$ cat config.mk
export PLATFORM = sky130hd
export DESIGN_NAME = fetch_unit
export DESIGN_NICKNAME = d
export VERILOG_FILES = /design/src/rtl/fetch_pkg.sv /design/src/rtl/sync_fifo.sv /design/src/rtl/fetch_unit.sv
export SDC_FILE = /design/constraint.sdc
export NUM_CORES = 1
export LEC_CHECK = 0
export CORE_MARGIN = 4
export CORE_UTILIZATION = 55
export CTS_CLUSTER_SIZE = 40
export DETAILED_ROUTE_END_ITERATION = 16
export GPL_ROUTABILITY_DRIVEN = 0
export PLACE_DENSITY = 0.79
export SLEW_MARGIN = 20
export SYNTH_ARGS = -nofsm -noshare
export SYNTH_HDL_FRONTEND = slang
export SYNTH_SLANG_ARGS = --single-unit
$ cat constraint.sdc
create_clock -name clk -period 5.5 [get_ports clk]
set_clock_uncertainty 0.2 [all_clocks]
set_input_delay 0.825 -clock clk [delete_from_list [all_inputs] [get_ports clk]]
set_output_delay 0.825 -clock clk [all_outputs]
set_load 0.01 [all_outputs]
$ cat src/rtl/fetch_pkg.sv
// rtl/fetch_pkg.sv - shared types and constants for the instruction-fetch front end
package fetch_pkg;

    typedef enum logic [0:0] {
        RUN   = 1'b0,
        ERROR = 1'b1
    } fetch_state_t;

    localparam int          INSTR_BYTES = 4;
    localparam logic [31:0] NOP_INSTR   = 32'h0000_0013;

endpackage

$ cat src/rtl/sync_fifo.sv
// rtl/sync_fifo.sv - synchronous FIFO with clear, occupancy count and head peek
// Ports:
//   clk, rst       clock, synchronous active-high reset
//   i_clear        drop all entries (wins over i_push)
//   i_push/_data   write one entry; accepted when not full or when popping
//   i_pop          retire the head entry (ignored when empty)
//   o_count        registered occupancy 0..DEPTH
//   o_head         oldest entry (undefined when o_count == 0)
module sync_fifo #(
    parameter int WIDTH = 64,
    parameter int DEPTH = 4
) (
    input  logic                         clk,
    input  logic                         rst,
    input  logic                         i_clear,
    input  logic                         i_push,
    input  logic [WIDTH-1:0]             i_push_data,
    input  logic                         i_pop,
    output logic [$clog2(DEPTH+1)-1:0]   o_count,
    output logic [WIDTH-1:0]             o_head
);

    localparam int               PTR_W    = (DEPTH > 1) ? $clog2(DEPTH) : 1;
    localparam int               CNT_W    = $clog2(DEPTH + 1);
    localparam logic [PTR_W-1:0] LAST_PTR = PTR_W'(DEPTH - 1);

    logic [WIDTH-1:0] r_mem [DEPTH];
    logic [PTR_W-1:0] r_wr_ptr;
    logic [PTR_W-1:0] r_rd_ptr;
    logic [CNT_W-1:0] r_count;

    logic w_full;
    logic w_empty;
    logic w_do_push;
    logic w_do_pop;

    assign w_full    = (r_count == CNT_W'(DEPTH));
    assign w_empty   = (r_count == '0);
    assign w_do_pop  = i_pop & ~w_empty;
    // A pop frees the slot the push lands in, so push+pop at full is safe.
    assign w_do_push = i_push & (~w_full | w_do_pop);

    // Pointers wrap explicitly so non-power-of-two depths work.
    function automatic logic [PTR_W-1:0] next_ptr(input logic [PTR_W-1:0] p);
        return (p == LAST_PTR) ? '0 : p + PTR_W'(1);
    endfunction

    always_ff @(posedge clk) begin
        if (rst || i_clear) begin
            r_wr_ptr <= '0;
            r_rd_ptr <= '0;
            r_count  <= '0;
        end else begin
            if (w_do_push) begin
                r_mem[r_wr_ptr] <= i_push_data;
                r_wr_ptr        <= next_ptr(r_wr_ptr);
            end
            if (w_do_pop) begin
                r_rd_ptr <= next_ptr(r_rd_ptr);
            end
            case ({w_do_push, w_do_pop})
                2'b10:   r_count <= r_count + CNT_W'(1);
                2'b01:   r_count <= r_count - CNT_W'(1);
                default: r_count <= r_count;
            endcase
        end
    end

    assign o_count = r_count;
    assign o_head  = r_mem[r_rd_ptr];

endmodule

$ cat src/rtl/fetch_unit.sv
// rtl/fetch_unit.sv - instruction-fetch front end: fetch PC, ROM requests, instruction FIFO, redirect
// Ports:
//   clk, rst                       clock, synchronous active-high reset
//   imem_req, imem_addr            ROM request (combinational) and address (= fetch PC)
//   imem_rdata                     ROM word, valid the cycle after imem_req
//   redirect_valid, redirect_pc    taken branch/jump from execute
//   instr_valid, instr_ready       decode handshake on the FIFO head
//   instr, instr_pc                head instruction/PC (NOP / 0 when empty)
//   fetch_err                      sticky misaligned-redirect error
module fetch_unit
    import fetch_pkg::*;
#(
    parameter int               WIDTH    = 32,
    parameter int               DEPTH    = 4,
    parameter logic [WIDTH-1:0] RESET_PC = 32'h0
) (
    input  logic             clk,
    input  logic             rst,
    output logic             imem_req,
    output logic [WIDTH-1:0] imem_addr,
    input  logic [WIDTH-1:0] imem_rdata,
    input  logic             redirect_valid,
    input  logic [WIDTH-1:0] redirect_pc,
    output logic             instr_valid,
    input  logic             instr_ready,
    output logic [WIDTH-1:0] instr,
    output logic [WIDTH-1:0] instr_pc,
    output logic             fetch_err
);

    localparam int CNT_W = $clog2(DEPTH + 1);

    fetch_state_t     r_state;
    logic [WIDTH-1:0] r_pc;
    logic [WIDTH-1:0] r_inflight_pc;
    logic             r_inflight;

    logic [CNT_W-1:0]   w_count;
    logic [2*WIDTH-1:0] w_head;
    logic [CNT_W:0]     w_occ;
    logic               w_run;
    logic               w_misalign;
    logic               w_push;
    logic               w_pop;
    logic               w_clear;

    assign w_run      = (r_state == RUN);
    assign w_misalign = (redirect_pc[1:0] != 2'b00);

    // Occupancy counts the outstanding response so the FIFO can never
    // overflow; a pop this cycle is deliberately not credited.
    assign w_occ    = {1'b0, w_count} + (CNT_W + 1)'(r_inflight);
    assign imem_req = w_run & ~rst & ~redirect_valid & (w_occ < (CNT_W + 1)'(DEPTH));
    assign imem_addr = r_pc;

    // A redirect kills the response arriving in the same cycle (wrong path).
    assign w_push  = r_inflight & w_run & ~redirect_valid;
    assign w_clear = redirect_valid & w_run;

    assign instr_valid = (w_count != '0);
    assign w_pop       = instr_valid & instr_ready;
    assign instr       = instr_valid ? w_head[WIDTH-1:0]       : WIDTH'(NOP_INSTR);
    assign instr_pc    = instr_valid ? w_head[2*WIDTH-1:WIDTH] : '0;
    assign fetch_err   = (r_state == ERROR);

    always_ff @(posedge clk) begin
        if (rst) begin
            r_state       <= RUN;
            r_pc          <= RESET_PC;
            r_inflight    <= 1'b0;
            r_inflight_pc <= '0;
        end else if (w_run && redirect_valid) begin
            r_inflight <= 1'b0;
            if (w_misalign) begin
                r_state <= ERROR;
            end else begin
                r_pc <= redirect_pc;
            end
        end else begin
            r_inflight <= imem_req;
            if (imem_req) begin
                r_inflight_pc <= r_pc;
                r_pc          <= r_pc + WIDTH'(INSTR_BYTES);
            end
        end
    end

    sync_fifo #(
        .WIDTH (2 * WIDTH),
        .DEPTH (DEPTH)
    ) u_fifo (
        .clk         (clk),
        .rst         (rst),
        .i_clear     (w_clear),
        .i_push      (w_push),
        .i_push_data ({r_inflight_pc, imem_rdata}),
        .i_pop       (w_pop),
        .o_count     (w_count),
        .o_head      (w_head)
    );

endmodule

==> results.rst, run 1 <==
.. list-table::
   :header-rows: 1

   * - Metric
     - Value
   * - Rows
     - 56
   * - Initial Util
     - 0.5651
   * - Drt pass-1 iters
     - 5
   * - Avg Synthesized Cell Area
     - 14.95 sq um
   * - Floorplan core area
     - 23680 sq um
   * - Total die area
     - 26890 sq um
   * - Master cell of the clock root buffer
     - clkbuf_16
   * - Setup-failing EPs final
     - 0
   * - Number of DRC violations after detailed-routing iteration 0
     - around 720
   * - Share of power burned in the clock network
     - 0.410
   * - Slowest stage cell, crit path
     - nor3_1
   * - Cell types with the largest area share after synthesis
     - edfxtp_1, dfxtp_1, mux4_2, and2_1, nand2_1
   * - Crit Path Max Fanout
     - about 50
   * - Combinational cell fraction of total power
     - 0.045
   * - Number of buffers added by the clock tree synthesis step
     - 31
   * - Global route total overflow
     - 0
   * - ANT cells
     - 0
   * - Top Usage Layer GRT
     - met1
   * - Hold-fix buffer count after cts
     - 0
   * - Met1 Usage GRT
     - 0.3303
   * - Die Y
     - between 150 and 200 um
   * - Number of top-level pins
     - around 170
   * - Share of the clock period used by the worst path after layout
     - 0.7906
   * - Vias per inst
     - approximately 5.8
   * - Int Power
     - 3.993 mW
   * - GRT Util Overall
     - 0.2132
   * - Final Util
     - 0.6902
   * - FFs w/ async S/R, synth
     - 0
   * - Final layout net count
     - around 1100
   * - Largest net degree at the start of global routing
     - 65
   * - Clock tree from TritonCTS
     - yes
   * - Switching share of total power
     - 0.2025
   * - Fraction of final layout cells with drive strength greater than 1
     - 0.1369
   * - Max Clk Rate
     - 0.2300 GHz
   * - Status
     - complete, no violations
   * - Number of nets still failing antenna checks after routing
     - 0
   * - Sequence of cells on the critical path
     - nor3_1 -> clkinv_1 -> buf_4 -> and2_1 -> clkdlybuf4s50_1
   * - Final critical delay including setup and external delays
     - 4.348 ns
   * - Worst hold path startpoint
     - imem_addr[1]
   * - Launching point of the worst reg2reg path
     - fetch_err
   * - Power Dens Cells
     - 306.4 nW/um^2
   * - Via total after detailed routing
     - 8060
   * - Data required time at the worst endpoint
     - roughly 4.5 ns
   * - Number of cells on the worst hold path
     - 2
   * - Total of cells resized after clock tree synthesis
     - 0
   * - Critical Setup Path Class
     - reg2out
   * - Later-pin clock latency in the skew report
     - between 0.5 and 0.6 ns
   * - Hold crit path type
     - reg2reg
   * - Chip Width
     - 164.0 um
   * - Reg-to-reg critical path endpoint
     - u_fifo.r_mem[3][12]
   * - Number of instances in the synthesized netlist
     - around 900
   * - Ys flop type
     - edfxtp_1
   * - Ys Warns
     - 0
   * - Slack of the worst reg-to-reg path
     - between 2 and 2.5 ns
   * - Buffers inserted during post-CTS setup optimization
     - 0
   * - Max-Slew Margin vs Limit
     - 0.2698
   * - Met3 Usage GRT
     - 0.03614
   * - Number of global-route vias before repair
     - roughly 7800
   * - Post-Synthesis Cell Area
     - 13380 sq um
   * - Global-route wire length before repair
     - around 45000 um
   * - Peak supply drop
     - slightly below 200 uV
   * - Initial antenna violation count
     - 0
   * - WP data arrival
     - 3.32 ns
   * - Final-layout setup total negative slack
     - 0 ns
   * - Sequential area share after synthesis
     - 0.6865
   * - Cell with the most instances after synthesis
     - edfxtp_1
   * - Max-cap viol count
     - 0
   * - Total count of max-transition violations in the final report
     - 0
   * - DP HPWL
     - 17080 um
   * - Routed len/inst
     - 20.39 um
   * - Count of flip-flops with a built-in enable after synthesis
     - 256
   * - TritonCTS sink count
     - 331
   * - Residual DRC
     - 0
   * - Final-report hold violation count
     - 0
   * - WL final
     - between 20000 and 30000 um
   * - Count of input and output buffers
     - between 150 and 200
   * - Reg power frac
     - 0.546
   * - Count of different cell masters after synthesis
     - 63
   * - Static leakage
     - 5.160 nW
   * - Deepest clock path buffer count
     - 3
   * - Worst Setup Start Kind
     - register
   * - RSZ-0062 raised after global routing
     - false
   * - Synth Register Bits
     - 331
   * - Syn Nets
     - 970
   * - Reg clk slew, reported paths
     - roughly 0.060 ns
   * - Critical path endpoint category
     - output pin
   * - Psw
     - 1.014 mW
   * - Commonest cells post-synth
     - edfxtp_1, nand2_1, dfxtp_1, and2_1, mux4_2
   * - Number of inserted filler cells in the final layout
     - roughly 1600
   * - H-tree depth
     - 1
   * - Met2 Usage GRT
     - 0.3198
   * - Register-to-Register Path Depth
     - 4
   * - Stage delay of the slowest cell on the critical path
     - between 0.6 and 0.7 ns
   * - Transition at the pin with the smallest max-transition slack
     - 1.095 ns
   * - Post-synth top area cell
     - edfxtp_1
   * - Area share of the largest cell type after synthesis
     - 0.5744
   * - Worst Hold Path EP
     - r_inflight_pc[1]
   * - Synth-to-layout area growth
     - 22.13%
==> metal layers <==
metal,share of wire,wire length (um)
met1,0.44,12450
met2,0.46,12980
met3,0.084,2378
met4,0.021,600
met5,0,0
==> how the worst max path moves through the flow <==
stage,startpoint,end,slack (ns)
detailed placement,redirect_valid,u_fifo.r_mem[3][3],1.45
global placement,redirect_valid,u_fifo.r_mem[3][6],1.53
global route,u_fifo.o_count[0],instr_pc[3],0.95
floorplan,redirect_valid,u_fifo.r_mem[0][0],1.44
finish,u_fifo.o_count[2],instr_pc[3],1.15
CTS,u_fifo.o_count[2],instr_pc[3],1.14
==> power groups by stage <==
stage	clock network (mW)	logic [mW]	registers [mW]
after floorplan	0	0.102	2.78
after global placement	0	0.220	2.78
after detailed placement	0	0.223	2.78
after CTS	2.10	0.224	2.73
after global routing	2.21	0.243	2.73
final	2.05	0.223	2.73
==> worst max-delay path: cells and delay by family (launching register included) <==
family                 cells  cell delay (ns)
buffers and inverters      3             1.48
AND/OR/NAND/NOR            2             0.86
flip-flops                 1             0.38
==> kinds of logic after synthesis <==
family,after synthesis,share of synthesized area
DFF,331,0.6865
and+or+nand+nor,284,0.1109
AOI/OAI and AO/OA,130,0.06021
buffers and inverters,72,0.02225
muxes,70,0.1124
adders and majority gates,7,0.007105
xor gates and xnor gates,1,0.0006545
==> state kept, by name, summed over array words and instances (netlist names), named ones only <==
signal	flops
u_fifo.r_mem	256
imem_addr	32
r_inflight_pc	32
u_fifo.o_count	3
u_fifo.r_rd_ptr	2
u_fifo.r_wr_ptr	2
fetch_err	1
r_inflight	1
==> per-stage QoR <==
step	hold slack (ns)	setup WS [ns]	instance area [sq um]	cells	power, mW
after global placement	0.2661	1.527	15350	1335	3.003
after detailed placement	0.2740	1.450	15350	1335	3.007
after global routing	0.3093	0.9550	16350	1393	5.189
final	0.2974	1.152	16350	1393	5.008
after floorplan	0.2541	1.444	13380	895	2.881
after CTS	0.2993	1.136	16350	1393	5.053
==> area by class of cell <==
class	instances	area (sq um)	share of cell area
timing repair buffer	179	1804	0.1104
clock buffer	43	860.8	0.05266
sequential	331	9194	0.5625
clock inverter	15	130.1	0.007961
multi-input combinational	492	3905	0.2389
tap	319	399.1	0.02442
inverter	14	52.55	0.003215
==> cell usage in the layout (no fill, tap or decap), drive strengths merged, types with 4 or more instances in the layout <==
master,instances
dfxtp,75
nand2,100
o21ai,18
a211oi,4
clkinv,11
a31oi,11
and2,65
clkbuf,43
a21oi,57
a21o,4
nor3,9
nor2,36
nand4,11
nand3,26
ha,6
mux4,64
buf,14
o22ai,4
inv,13
edfxtp,256
a22oi,4
clkdlybuf4s50,165
or3,7
nor4,8
mux2i,4
and3,8
(Power assumes the default switching activity.)
==> inputs of run 2 (changes only) <==
- CORE_UTILIZATION: 55 -> 50
- PLACE_DENSITY: 0.79 -> 0.76
- clock period: 5.5 -> 3.95 ns (I/O delays scaled with it)
==> results.rst, run 2 (synthesized netlist as in run 1, its figures left out) <==
.. list-table::
   :header-rows: 1

   * - Metric
     - Value
   * - Initial Util
     - 0.5107
   * - ANT cells
     - 0
   * - WL final
     - 28610 um
   * - Critical path endpoint category
     - output pin
   * - WP data arrival
     - 2.68 ns
   * - Met2 Usage GRT
     - 0.2994
   * - TritonCTS sink count
     - 331
   * - Minimum setup slack in the final design
     - 0.4767 ns
   * - Final layout net count
     - 1138
   * - RSZ-0062 raised after global routing
     - false
   * - Final-report hold violation count
     - 0
   * - Total count of max-transition violations in the final report
     - 0
   * - Via total after detailed routing
     - 8125
   * - Count of input and output buffers
     - between 150 and 200
   * - Final critical delay including setup and external delays
     - 3.473 ns
   * - Placed cell count
     - 1362
   * - Number of inserted filler cells in the final layout
     - 1868
   * - Peak supply drop
     - 254.3 uV
   * - Power Dens Cells
     - 426.4 nW/um^2
   * - Vias per inst
     - 5.714
   * - H-tree depth
     - 2
   * - Reg clk slew, reported paths
     - 0.06 ns
   * - Final instance count without filler cells
     - 1422
   * - Static leakage
     - 5.265 nW
   * - Placed Instance Area
     - 15550 sq um
   * - Number of DRC violations after detailed-routing iteration 0
     - 790
   * - Met1 Usage GRT
     - 0.2989
   * - Post-layout instance area
     - 16590 sq um
   * - Transition at the pin with the smallest max-transition slack
     - about 0.79 ns
   * - GRT Util Overall
     - 0.1965
   * - Number of buffers added by the clock tree synthesis step
     - 34
   * - Setup-failing EPs final
     - 0
   * - Clock tree from TritonCTS
     - yes
   * - Buffers inserted during post-CTS setup optimization
     - 0
   * - Highest-count cells in the layout ignoring fill and taps
     - edfxtp_1, clkdlybuf4s50_1, nand2_1
   * - Max Clk Rate
     - 0.2879 GHz
   * - Global route total overflow
     - 0
   * - Later-pin clock latency in the skew report
     - 0.51 ns
   * - Synth-to-layout area growth
     - 23.93%
   * - Max-cap viol count
     - 0
   * - Routed len/inst
     - 20.12 um
   * - Hold crit path type
     - in2reg
   * - Largest register FFs
     - 256
   * - Hold-fix buffer count after cts
     - 0
   * - DP HPWL
     - 18110 um
   * - Global-route wire length before repair
     - 45480 um
   * - Fraction of final layout cells with drive strength greater than 1
     - 0.1518
   * - Rows
     - 59
   * - Top Usage Layer GRT
     - met2
   * - Status
     - complete, no violations
   * - Post-placement setup slack
     - 0.4027 ns
   * - Total of cells resized after clock tree synthesis
     - 0
   * - Final Util
     - 0.6329
   * - Floorplan core area
     - ~26000 sq um
   * - Initial antenna violation count
     - 0
   * - Worst Setup Start Kind
     - register
   * - Data required time at the worst endpoint
     - 3.16 ns
   * - Largest register by flop count
     - u_fifo.r_mem
   * - Critical Setup Path Class
     - reg2out
   * - Largest net degree at the start of global routing
     - 67
   * - Multi-input gate area
     - slightly below 4000 sq um
   * - Number of top-level pins
     - 167
   * - Crit Path Max Fanout
     - 22
   * - Master cell of the clock root buffer
     - clkbuf_16
   * - Max-Slew Margin vs Limit
     - 0.4739
   * - Commonest non-fill, non-tap cell in the layout
     - edfxtp_1
   * - Residual DRC
     - 0
   * - Final-layout setup total negative slack
     - 0 ns
   * - Drt pass-1 iters
     - 5
   * - Share of the clock period used by the worst path after layout
     - 0.8793
   * - Number of nets still failing antenna checks after routing
     - 0
   * - Chip Width
     - about 170 um
   * - Total die area
     - around 30000 sq um
   * - Number of global-route vias before repair
     - 8133
   * - Deepest clock path buffer count
     - 3
   * - Total area of sequential cells
     - 9196 sq um
   * - Die Y
     - ~170 um
   * - Met3 Usage GRT
     - 0.03585
-- run 2: cell type report --
type / count / area share
clock buffers: 40 / 0.05454
clock inverters: 20 / 0.007996
inverters: 14 / 0.003168
multi-input cells: 492 / 0.2363
flip-flops and latches: 331 / 0.5544
well taps: 335 / 0.02527
repair buffers: 190 / 0.1183
-- run 2: critical path, cell delays in order (launching register included) --
cell and delay [ns]:
dfxtp_4 0.64, buf_12 0.27, mux4_2 0.57, and2_1 0.19, clkdlybuf4s50_1 0.49
-- run 2: final timing paths --
path	startpoint	slack [ns]	cells after the start	end
min	rst	0.11	2	fetch_err
min reg2reg	imem_addr[0]	0.27	2	r_inflight_pc[0]
max	register	0.48	4	instr_pc[11]
max reg2reg	fetch_err	1.13	4	u_fifo.r_mem[3][32]
-- run 2: metrics by stage --
stage / hold slack [ns] / power (mW)
after floorplan: 0.2541 / 4.012
after global placement: 0.2526 / 4.187
after detailed placement: 0.2602 / 4.194
after CTS: 0.08365 / 7.135
after global routing: 0.1007 / 7.318
final: 0.1090 / 7.074
-- run 2: power breakdown --
part	leakage (nW)	internal (mW)	switching, mW
Sequential	2.93	3.76	0.0463
Clock	0.510	1.66	1.29
Combinational	1.83	0.161	0.160
-- run 2: per-layer routing --
| metal | up-vias | share of wire |
|---|---|---|
| met5 | - | 0 |
| li1 | 3761 | - |
| met3 | 37 | 0.064 |
| met4 | 0 | 0.018 |
| met2 | 301 | 0.46 |
| met1 | 4026 | 0.46 |
